===== src/rtl/a51_sequencer.sv =====
// Control sequencer for an A5/1 keystream generator: steps three external
// shift registers through clear, key/frame load, mixing and keystream output.
module a51_sequencer #(
    parameter int KEY_BITS    = 64,
    parameter int FRAME_BITS  = 22,
    parameter int MIX_CYCLES  = 100,
    parameter int STREAM_BITS = 228
) (
    input  logic                  clk,
    input  logic                  reset,
    input  logic                  start,
    input  logic [KEY_BITS-1:0]   key,
    input  logic [FRAME_BITS-1:0] frame,
    output logic                  busy,
    output logic                  done,
    output logic                  lfsr_load,
    output logic [2:0]            lfsr_clk_en,
    output logic                  lfsr_d,
    input  logic [2:0]            lfsr_clk_bit,
    input  logic [2:0]            lfsr_q,
    output logic                  ks_valid,
    output logic                  ks_bit,
    input  logic                  ks_ready,
    output logic [2:0]            dbg_state_o
);

    // Keystream handshake: a bit transfers on a cycle where ks_valid and
    // ks_ready are both high; ks_bit holds steady while ks_valid && !ks_ready.

    typedef enum logic [2:0] {
        S_IDLE   = 3'd0,
        S_CLEAR  = 3'd1,
        S_KEY    = 3'd2,
        S_FRAME  = 3'd3,
        S_MIX    = 3'd4,
        S_STREAM = 3'd5,
        S_DONE   = 3'd6
    } state_t;

    localparam logic [7:0] KEY_LAST    = 8'(KEY_BITS - 1);
    localparam logic [7:0] FRAME_LAST  = 8'(FRAME_BITS - 1);
    localparam logic [7:0] MIX_LAST    = 8'(MIX_CYCLES - 1);
    localparam logic [7:0] STREAM_LAST = 8'(STREAM_BITS - 1);

    state_t                  state_q;
    logic [7:0]              cnt_q;
    logic [KEY_BITS-1:0]     key_q;
    logic [FRAME_BITS-1:0]   frame_q;
    logic                    primed_q;

    always_ff @(posedge clk or posedge reset) begin
        if (reset) begin
            state_q  <= S_IDLE;
            cnt_q    <= 8'd0;
            key_q    <= '0;
            frame_q  <= '0;
            primed_q <= 1'b0;
        end else begin
            case (state_q)
                S_IDLE: begin
                    if (start) begin
                        key_q    <= key;
                        frame_q  <= frame;
                        primed_q <= 1'b0;
                        state_q  <= S_CLEAR;
                    end
                end
                S_CLEAR: begin
                    cnt_q   <= KEY_LAST;
                    state_q <= S_KEY;
                end
                S_KEY: begin
                    key_q <= key_q >> 1;
                    if (cnt_q == 8'd0) begin
                        cnt_q   <= FRAME_LAST;
                        state_q <= S_FRAME;
                    end else begin
                        cnt_q <= cnt_q - 8'd1;
                    end
                end
                S_FRAME: begin
                    frame_q <= frame_q >> 1;
                    if (cnt_q == 8'd0) begin
                        cnt_q   <= MIX_LAST;
                        state_q <= S_MIX;
                    end else begin
                        cnt_q <= cnt_q - 8'd1;
                    end
                end
                S_MIX: begin
                    if (cnt_q == 8'd0) begin
                        cnt_q    <= STREAM_LAST;
                        primed_q <= 1'b0;
                        state_q  <= S_STREAM;
                    end else begin
                        cnt_q <= cnt_q - 8'd1;
                    end
                end
                S_STREAM: begin
                    // cnt_q counts bits still to deliver after the one on offer
                    if (!primed_q) begin
                        primed_q <= 1'b1;
                    end else if (ks_ready) begin
                        if (cnt_q == 8'd0) begin
                            state_q <= S_DONE;
                        end else begin
                            cnt_q <= cnt_q - 8'd1;
                        end
                    end
                end
                S_DONE: begin
                    state_q <= S_IDLE;
                end
                default: begin
                    state_q <= S_IDLE;
                end
            endcase
        end
    end

    logic       maj;
    logic [2:0] maj_en;

    always_comb begin
        maj = (lfsr_clk_bit[0] & lfsr_clk_bit[1]) |
              (lfsr_clk_bit[0] & lfsr_clk_bit[2]) |
              (lfsr_clk_bit[1] & lfsr_clk_bit[2]);
        maj_en = {lfsr_clk_bit[2] == maj, lfsr_clk_bit[1] == maj, lfsr_clk_bit[0] == maj};
        lfsr_clk_en = 3'b000;
        lfsr_d      = 1'b0;
        case (state_q)
            S_KEY: begin
                lfsr_clk_en = 3'b111;
                lfsr_d      = key_q[0];
            end
            S_FRAME: begin
                lfsr_clk_en = 3'b111;
                lfsr_d      = frame_q[0];
            end
            S_MIX: begin
                lfsr_clk_en = maj_en;
            end
            S_STREAM: begin
                // The final handshake must not advance the registers
                if (!primed_q || (ks_ready && cnt_q != 8'd0)) begin
                    lfsr_clk_en = maj_en;
                end
            end
            default: begin
                lfsr_clk_en = 3'b000;
            end
        endcase
    end

    assign busy        = (state_q != S_IDLE);
    assign done        = (state_q == S_DONE);
    assign lfsr_load   = (state_q == S_CLEAR);
    assign ks_valid    = (state_q == S_STREAM) && primed_q;
    assign ks_bit      = ks_valid & (^lfsr_q);
    assign dbg_state_o = state_q;

endmodule


===== config.mk =====
export PLATFORM = sky130hd
export DESIGN_NAME = a51_sequencer
export DESIGN_NICKNAME = d
export VERILOG_FILES = /design/src/rtl/a51_sequencer.sv
export SDC_FILE = /design/constraint.sdc
export NUM_CORES = 1
export LEC_CHECK = 0
export ABC_AREA = 1
export BUFFER_PORTS_ARGS = -buffer_cell sky130_fd_sc_hd__buf_2
export CORE_UTILIZATION = 45
export DETAILED_ROUTE_END_ITERATION = 12
export PLACE_DENSITY_LB_ADDON = 0.1
export SKIP_LAST_GASP = 1
export SLEW_MARGIN = 20
export SYNTH_ARGS = -nofsm -noshare
export SYNTH_HDL_FRONTEND = slang
export SYNTH_SLANG_ARGS = --single-unit

===== constraint.sdc =====
create_clock -name clk -period 3.7 [get_ports clk]
set_input_delay 0.185 -clock clk [delete_from_list [all_inputs] [get_ports clk]]
set_output_delay 0.185 -clock clk [all_outputs]
set_load 0.05 [all_outputs]

* Word level (Yosys, flattened, before mapping)
Cells that the tools add are included.
** Word-level totals
- Output and inout port bits :: 12
- Latch bits :: 0
- Memories :: 0
- Register bits :: 98
- Memory bits (writable) :: 0
- ROM bits :: 0
** Operators by class
- Shift-type cells :: 0
- $lt $le $gt $ge :: 0
- Div/mod/pow operators :: 0
- $add $sub $neg :: 1
- Equal/unequal tests :: 17
- Reductions and logical operators :: 19
- Bitwise logic cells :: 6
- $mul :: 0
- Muxes and demuxes :: 25
** Operators by type and width (count)
- one-hot mux 64 bit (2 select lines) :: 1
- two-way mux 64 bit :: 1
- two-way mux 8 bit :: 6
- one-hot mux 22 bit (2 select lines) :: 1
- one-hot mux 8 bit (5 select lines) :: 1
- two-way mux 3 bit :: 8
- two-way mux 22 bit :: 1
- one-hot mux 3 bit (6 select lines) :: 1
- inequality test 2 bit (second input constant) :: 8
- equality test 3 bit (second input constant) :: 3
- one-hot mux 3 bit (3 select lines) :: 1
- logical NOT 8 bit :: 1
- nonzero test 8 bit :: 1
- subtractor 8 x 1 -> 8 bit (second input constant) :: 1
- AND reduction 7 bit :: 1
- equality test 3 x 2 -> 1 bit (second input constant) :: 2
- nonzero test 3 bit :: 2
- nonzero test 5 bit :: 1
- AND 1 bit :: 4
- AND reduction 2 bit :: 2
- AND reduction 4 bit :: 1
- nonzero test 2 bit :: 2
- equality test 1 bit :: 3
- equality test 3 x 1 -> 1 bit (second input constant) :: 1
- 11 further kinds :: 14

* Depth between registers and ports, before layout
Gate-level depths: netlist of run 1.
- Depth in word-level cells :: 6
- Mapped depth :: 10
- Mapped depth without buffers :: 10

* Worst setup path before layout of run 1
Ideal clock, no wire load.
- Path kind :: register to output
- Start point :: register state_q[0], in the netlist dbg_state_o[0]
- End point :: output ks_bit
- Arrival :: 2.894 ns
- Path buffers :: 0
- Cell stages (with the launch flop) :: 7
- Setup slack :: 0.621 ns
- Cells stage by stage :: dfrtp_1 > inv_2 > nor2_4 > inv_1 > nor2_1 > o21ai_0 > a21oi_1
** On the way
- Longest elaborated chain between the ends :: 3
** Ends and longest elaborated chain
- from (decl) :: RTL line 45 : state_t state_q;
- from (signal assigned) :: RTL line 53 : state_q <= S_IDLE;
- from (signal assigned) :: RTL line 65 : state_q <= S_CLEAR;
- from (signal assigned) :: RTL line 70 : state_q <= S_KEY;
- equality test 3 bit :: RTL line 158 : assign ks_valid = (state_q == S_STREAM) && primed_q;
- logical AND 1 bit :: RTL line 158
- net ks_valid :: RTL line 21 : output logic ks_valid,
- AND 1 bit :: RTL line 159 : assign ks_bit = ks_valid & (^lfsr_q);
- to (decl) :: RTL line 22 : output logic ks_bit,
The timed path passes the listed nets, and every way through them passes these cells.

* Worst setup path in the final report of run 1
- Start point :: register state_q[0], in the netlist dbg_state_o[0]
- End point :: register frame_q[21]
** On the way
- Longest elaborated chain between the ends :: 3
- Elaborated cells between the ends (all ways) :: 6
- Those cells by class :: eq/ne (2); mux (1); reduce/logical (3)
** Ends and longest elaborated chain
- equality test 3 x 2 -> 1 bit or logical NOT 3 bit (tied branches) :: RTL line 59 : case (state_q)
- nonzero test 2 bit (no line) or inequality test 2 bit (tied branches)
- AND reduction 2 bit (no line)
- to (signal assigned) :: RTL line 63 : frame_q <= frame;
- to (signal assigned) :: RTL line 82 : frame_q <= frame_q >> 1;
- to (decl) :: RTL line 48 : logic [FRAME_BITS-1:0] frame_q;
Several ways; a longest one is shown, not always the timed one.
A chain may end at the register's enable or synchronous reset.

==> impl_metrics.py, run 1 <==
metrics = {
    "critical_path": {
        "cp_common_cell": "nand2_1",
        "worstPathArrival_ps": 2610,
        "path_class": "reg -> reg",
        "startpoint_type": "register",
        "cpPeakStageDelay_ps": 770,
        "crit_slowest_cell": "nand2_1",
        "ff2ff_path_depth": 6,
        "path_cells": "inv_2, nand4_4, nand2_1, inv_1, nand2_1, nand2_1",
        "critPathCaptureType": "register",
        "worstPathMaxFanout": 40,
        "cp.required_ps": 3940,
    },
    "cts": {
        "cts_buffers": 9,
        "cts_root_buf": "clkbuf_8",
        "cts.sinks": 98,
        "clkSlewWorstSetupHoldPaths_ps": 100,
        "cts-hold-fix-buffers": 0,
        "clock_latency_ps": 350,
        "post_cts_resize_count": 0,
        "tritoncts": "built",
        "cts.path.max_buffers": 2,
        "postCtsSetupBuffers": 0,
        "h-tree-depth": 3,
    },
    "timing": {
        "slew_headroom_pct": 43.4,
        "worstMarginPinSlew_ps": 850,
        "setup_tns_ps": 0,
        "setup_viol": 0,
        "finClkSkew_ps": 9.00,
        "period_share_pct": 63.9,
        "max_freq_ghz": 0.423,
        "hold_ws_ps": 14.2,
        "slew_violations": 0,
        "period_minus_slack_ps": 2360,
        "hold_viol_final": 0,
        "rsz0062_at_grt": "false",
    },
    "global_route": {
        "grt_pass1_vias": 3693,
        "grt-ovfl-total": 0,
        "grt_pass1_wl_mm": 17.1,
        "antenna_found_initial": 1,
        "grt_util_all_layers_pct": 20.7,
        "grt_max_degree": 71,
    },
    "hold_path": {
        "hold_class": "in -> async",
    },
    "logic_synthesis": {
        "synth_cell_types": 30,
        "synth.avg_cell_area_um2": 8.60,
        "ys_seq_elements": 98,
        "seq_area_frac_synth_pct": 53.2,
        "synth_area_mm2": 0.00461,
        "synth_ff_type": "dfrtp_1",
        "synth_edf_count": 0,
        "syn-num-nets": 634,
        "ys_warn_count": 0,
        "synthArstFlopShare_pct": 100,
        "synth_cells": 536,
    },
    "final_layout": {
        "n_fill_cell": 941,
        "layout.nets": 729,
        "finalInstanceArea_mm2": 0.00540,
        "areaGrowthSynthToFinish_pct": 17.0,
        "stdcell_count": 770,
        "drive_above_1_share_pct": 23.0,
    },
    "run_status": {
        "outcome": "complete, no violations",
    },
    "power": {
        "p_per_area_mw_per_mm2": 358,
        "p_switching_uw": 416,
        "seqPwrFrac_pct": 55.3,
        "peakVddDrop_v": 0.000233,
        "p_leak_uw": 0.00305,
        "comb_power_share_pct": 4.4,
        "clock_power_share_pct": 40.2,
        "swShare_pct": 21.5,
        "total_power_uw": 1930,
        "intPower_uw": 1520,
    },
    "job": {
        "cap_violations": 0,
    },
    "placed_design": {
        "hpwl_mm": 7.06,
        "place_area_mm2": 0.00517,
        "placed_cells": 753,
        "place.port_buffers": 107,
        "gp_congestion": 0.888,
    },
    "floorplan": {
        "rows": 36,
        "start_util_pct": 46.8,
        "ios": 108,
        "die-width_um": 103,
        "coreArea_mm2": 0.00986,
        "die_h_um": 103,
        "die_area_mm2": 0.0107,
    },
    "route": {
        "wl_per_cell_um": 13.6,
        "dr.first_iter.drc_count": 163,
        "routed_via_density": 5.10,
        "wirelength_mm": 10.5,
        "drt_pre_antenna_iters": 4,
        "drcViolationCount": 0,
        "antenna_left": 0,
        "num_vias": 3927,
    },
}
==> synthesized netlist by cell type, types with 3 or more instances <==
master    count  area share (%)
inv_2         4            0.33
nor2_4        3            0.73
buf_2        16             1.7
xor2_1        8             1.5
buf_6         4            0.98
nor2_1      177              14
nand3_1      10             1.1
nand2_1      58             4.7
o21ai_0      12             1.3
nand2_2       4            0.54
a21oi_1       6            0.65
o22ai_1      85              12
nor2_2        3            0.41
dfrtp_1      98              53
buf_4         6            0.98
a21boi_1      4            0.65
inv_1        22             1.8
==> per-layer routing <==
metal	track usage, %	up-vias	part of all wire, %	routed length [um]
met1	28.6	1843	47	4900
met4	6.07	0	0.91	95
li1	-	1981	-	-
met5	0	-	0	0
met2	33.4	95	48	4990
met3	3.70	8	4.7	490
==> power groups by stage <==
stage,Combinational [uW],Sequential (uW),Clock (uW)
2_1_floorplan,24.7,1090,0
3_3_place_gp,86.8,1090,0
3_5_place_dp,87.9,1090,0
4_1_cts,88.3,1070,801
5_1_grt,96.1,1070,841
6_report,85.5,1070,778
==> layout by cell type, fill, tap and decap left out, types with 2 or more instances in the layout <==
master,count
inv_6,2
bufinv_16,2
a21oi_1,6
o21ai_0,12
nand2_4,2
ha_1,2
inv_2,4
a21boi_1,4
buf_2,107
nand2_1,58
nor2_1,177
nand2_2,4
dfrtp_1,98
nand3_2,2
nor2_2,3
nor2_4,3
inv_1,21
xor2_1,8
buf_4,3
o22ai_1,85
clkbuf_8,10
nand3_1,10
==> sequential cells by signal (all words and copies together) (netlist names) <==
signal and count:
frame_q 22, dbg_state_o 3, key_q 64, primed_q 1, cnt_q 8
==> critical path, delay by kind of cell, from the launching register on <==
family / cells / cell delay [ps]
buffers and inverters: 2 / 340
flip-flops: 1 / 490
AND/OR/NAND/NOR: 4 / 1410
==> area by class of cell <==
cell class	instances	area, um^2	share of cell area, %
repair buffers	110	558	10.3
diodes	1	2.50	0.0464
clock buffers	11	141	2.62
flip-flops and latches	98	2450	45.4
inverters	26	100	1.85
clock inverters	5	85.1	1.58
well taps	133	166	3.08
multi-input cells	386	1890	35.0
==> per-stage QoR <==
| step | setup slack [ps] | util [%] |
|---|---|---|
| finish | 1340 | 54.7 |
| global route | 1090 | 54.7 |
| CTS | 1270 | 54.7 |
| detailed placement | 1310 | 52.4 |
| global placement | 1410 | 52.4 |
| floorplan | 621 | - |
==> cells by family after synthesis <==
kind of cell             synth area share, %
buffers and inverters                   5.81
flip-flops                              53.2
AND/OR/NAND/NOR                         23.7
adder cells (fa/ha/maj)                0.760
XOR/XNOR                                1.71
AO/OA/AOI/OAI                           14.8
==> final timing paths <==
check	start	to	slack [ps]
worst max-delay path	dbg_state_o[0]	frame_q[21]	1340
worst min-delay path	reset	key_q[31]	10
worst max register to register	dbg_state_o[0]	frame_q[21]	1340
worst min register to register	key_q[63]	key_q[63]	510
max in group asynchronous	reset	key_q[54]	2790
min in group clk	key[63]	key_q[63]	60
No activity file was read; power rests on OpenSTA's default activity.
==> run 2, diff against run 1 <==
- ABC_AREA: 1 -> 0
- clock period: 3.7 -> 2.5 ns (I/O delays scaled with it)
==> run 2 against run 1 <==
Effect of this change: die area up 0.14%; clock power increased by 28%; first-iteration DRC count decreased by 1.2%; design area rose by 4.1%; worst setup slack lost 1200 ps; final cell count rose by 0.26%; sequential share of layout area down 1.8 points; register-to-register slack got worse by 960 ps; worst hold slack better by 1.7 ps; via count rose by 4.5%; largest cell class unchanged.
==> impl_metrics.py, run 2 <==
metrics = {
    "run_status": {
        "outcome": "complete, no violations",
    },
    "logic_synthesis": {
        "synth_top_area_share_pct": 53.1,
        "seq_area_frac_synth_pct": 53.1,
        "syn-num-nets": 620,
        "yosys.cell_count.top_type": "nor2_1",
        "synth_top_area_cell": "dfrtp_1",
        "synth_edf_count": 0,
        "synth_area_mm2": 0.00462,
        "synth_ff_type": "dfrtp_1",
        "synth_common_cells": "187 x nor2_1, 98 x dfrtp_1, 86 x o22ai_1",
        "synth_cells": 522,
        "synth.avg_cell_area_um2": 8.85,
        "synth_cell_types": 47,
        "ys_seq_elements": 98,
        "synthArstFlopShare_pct": 100,
        "ys_warn_count": 0,
        "synth_area_leaders": "dfrtp_1 53%, nor2_1 15%, o22ai_1 12%, buf_2 2.7%, nand2_1 1.4%",
    },
    "timing": {
        "slew_violations": 0,
        "setup_viol": 0,
        "fin_ws_ps": 101,
        "hold_viol_final": 0,
        "finClkSkew_ps": 12.9,
        "slew_headroom_pct": 55.9,
        "max_freq_ghz": 0.417,
        "period_minus_slack_ps": 2400,
        "period_share_pct": 96.0,
        "worstMarginPinSlew_ps": 662,
        "setup_tns_ps": 0,
    },
    "cts": {
        "tritoncts": "built",
        "cts.path.max_buffers": 2,
        "cts_buffers": 9,
        "clkSlewWorstSetupHoldPaths_ps": 110,
        "cts_root_buf": "clkbuf_8",
        "post_cts_resize_count": 0,
        "h-tree-depth": 3,
        "clock_latency_ps": 350,
        "cts.sinks": 98,
    },
    "floorplan": {
        "die-width_um": 103,
        "coreArea_mm2": 0.00986,
        "die_h_um": 103,
        "rows": 36,
        "die_area_mm2": 0.0107,
        "start_util_pct": 46.8,
        "ios": 108,
    },
    "final_layout": {
        "largest_reg_flops": 64,
        "n_fill_cell": 932,
        "areaGrowthSynthToFinish_pct": 21.7,
        "regMostFlops": "key_q",
        "final_common_cell": "nor2_1",
        "layout.nets": 730,
        "stdcell_count": 772,
        "reg_top3": "key_q x64, frame_q x22, cnt_q x8",
        "drive_above_1_share_pct": 24.3,
        "layout_common_cells": "187 x nor2_1, 107 x buf_2, 98 x dfrtp_1, 86 x o22ai_1, 16 x nand2_1",
    },
    "route": {
        "dr.first_iter.drc_count": 161,
        "routed_via_density": 5.31,
        "num_vias": 4102,
        "drt_pre_antenna_iters": 5,
        "drcViolationCount": 0,
        "wl_per_cell_um": 14.1,
        "antenna_left": 0,
        "wirelength_mm": 10.9,
    },
    "placed_design": {
        "gp_congestion": 0.858,
        "hpwl_mm": 7.18,
        "placed_cells": 738,
        "dpl_worst_slack_ps": 502,
        "place.port_buffers": 107,
    },
    "global_route": {
        "grt_util_all_layers_pct": 21.1,
        "grt_pass1_wl_mm": 17.5,
        "antenna_found_initial": 2,
        "grt_pass1_vias": 3840,
        "grt-ovfl-total": 0,
        "grt_max_degree": 99,
    },
    "hold_path": {
        "hold_class": "in -> reg",
    },
    "critical_path": {
        "worstPathArrival_ps": 2270,
        "cp_num_buf_inv": 2,
        "startpoint_type": "register",
        "path_class": "reg -> out",
        "path_cells": "inv_1, ha_1, nor4b_4, nand2_2, a21o_1, nand2_1, o21ai_0, buf_2",
        "cpPeakStageDelay_ps": 430,
        "worstPathMaxFanout": 7,
        "cp.required_ps": 2380,
        "cp_top_family": "simple AND/OR/NAND/NOR gates",
        "critPathCaptureType": "output port",
        "crit_slowest_cell": "dfrtp_1",
    },
    "power": {
        "p_per_area_mw_per_mm2": 488,
        "peakVddDrop_v": 0.000366,
        "p_leak_uw": 0.00289,
    },
    "job": {
        "cap_violations": 0,
    },
}
-- run 2: kinds of logic (layout without fill, tap and decap cells) --
kind of cell               Yosys count  count (layout)  share of synthesized area (%)
DFF                                 98              98                           53.1
muxes                                1               1                          0.217
adders and majority gates            2               2                          0.542
xor gates and xnor gates             5               5                          0.948
buffers and inverters               42             157                           4.50
other                                0               2                              0
and+or+nand+nor                    245             245                           22.9
AOI/OAI and AO/OA                  129             129                           17.8
-- run 2: repair_timing --
item                                   4_1_cts  5_1_grt
buffers inserted                             0        4
hold buffers                                 9        3
setup endpoints to repair                    0        3
endpoints found under the hold margin      106        3
-- run 2: worst paths after layout --
path	startpoint	cells after the start	endpoint	slack (ps)
min in group asynchronous	reset	4	key_q[24]	450
max in group asynchronous	reset	4	frame_q[8]	1660
worst min-delay path	key[46]	3	key_q[46]	20
worst max register to register	cnt_q[0]	8	cnt_q[0]	380
worst max-delay path	cnt_q[0]	8	lfsr_clk_en[0]	100
worst min register to register	frame_q[9]	2	frame_q[9]	510
-- run 2: final cells by class --
| class | count | area (um^2) | area share (%) |
|---|---|---|---|
| Multi-Input combinational cell | 382 | 1960 | 34.9 |
| Timing Repair Buffer | 135 | 813 | 14.5 |
| Inverter | 6 | 26.3 | 0.467 |
| Clock inverter | 7 | 70.1 | 1.25 |
| Clock buffer | 9 | 124 | 2.20 |
| Tap cell | 133 | 166 | 2.96 |
| Antenna cell | 2 | 5.00 | 0.0890 |
| Sequential cell | 98 | 2450 | 43.6 |
-- run 2: metrics by stage --
stage	hold slack (ps)	cell area, um^2	power [uW]	util, %
5_1_grt	5.94	5620	2870	57.0
3_5_place_dp	321	5270	1760	53.4
2_1_floorplan	253	4620	1660	-
6_report	15.9	5620	2740	57.0
4_1_cts	0.398	5560	2770	56.3
3_3_place_gp	322	5270	1760	53.4
-- run 2: worst min-delay path, stage by stage --
cell     delay [ps]
buf_2            70
o22ai_1          50
nor2_1           90
-- run 2: layer usage --
layer | up-vias | track usage [%] | share of wire (%)
met5 | - | 0 | 0
met4 | 0 | 7.58 | 0.95
met3 | 8 | 4.44 | 5.1
met2 | 110 | 34.0 | 49
met1 | 1938 | 28.2 | 45
li1 | 2046 | - | -
-- run 2: power by group --
| part | switching [uW] | internal (uW) |
|---|---|---|
| Combinational | 78.8 | 79.0 |
| Sequential | 0 | 1580 |
| Clock | 610 | 388 |
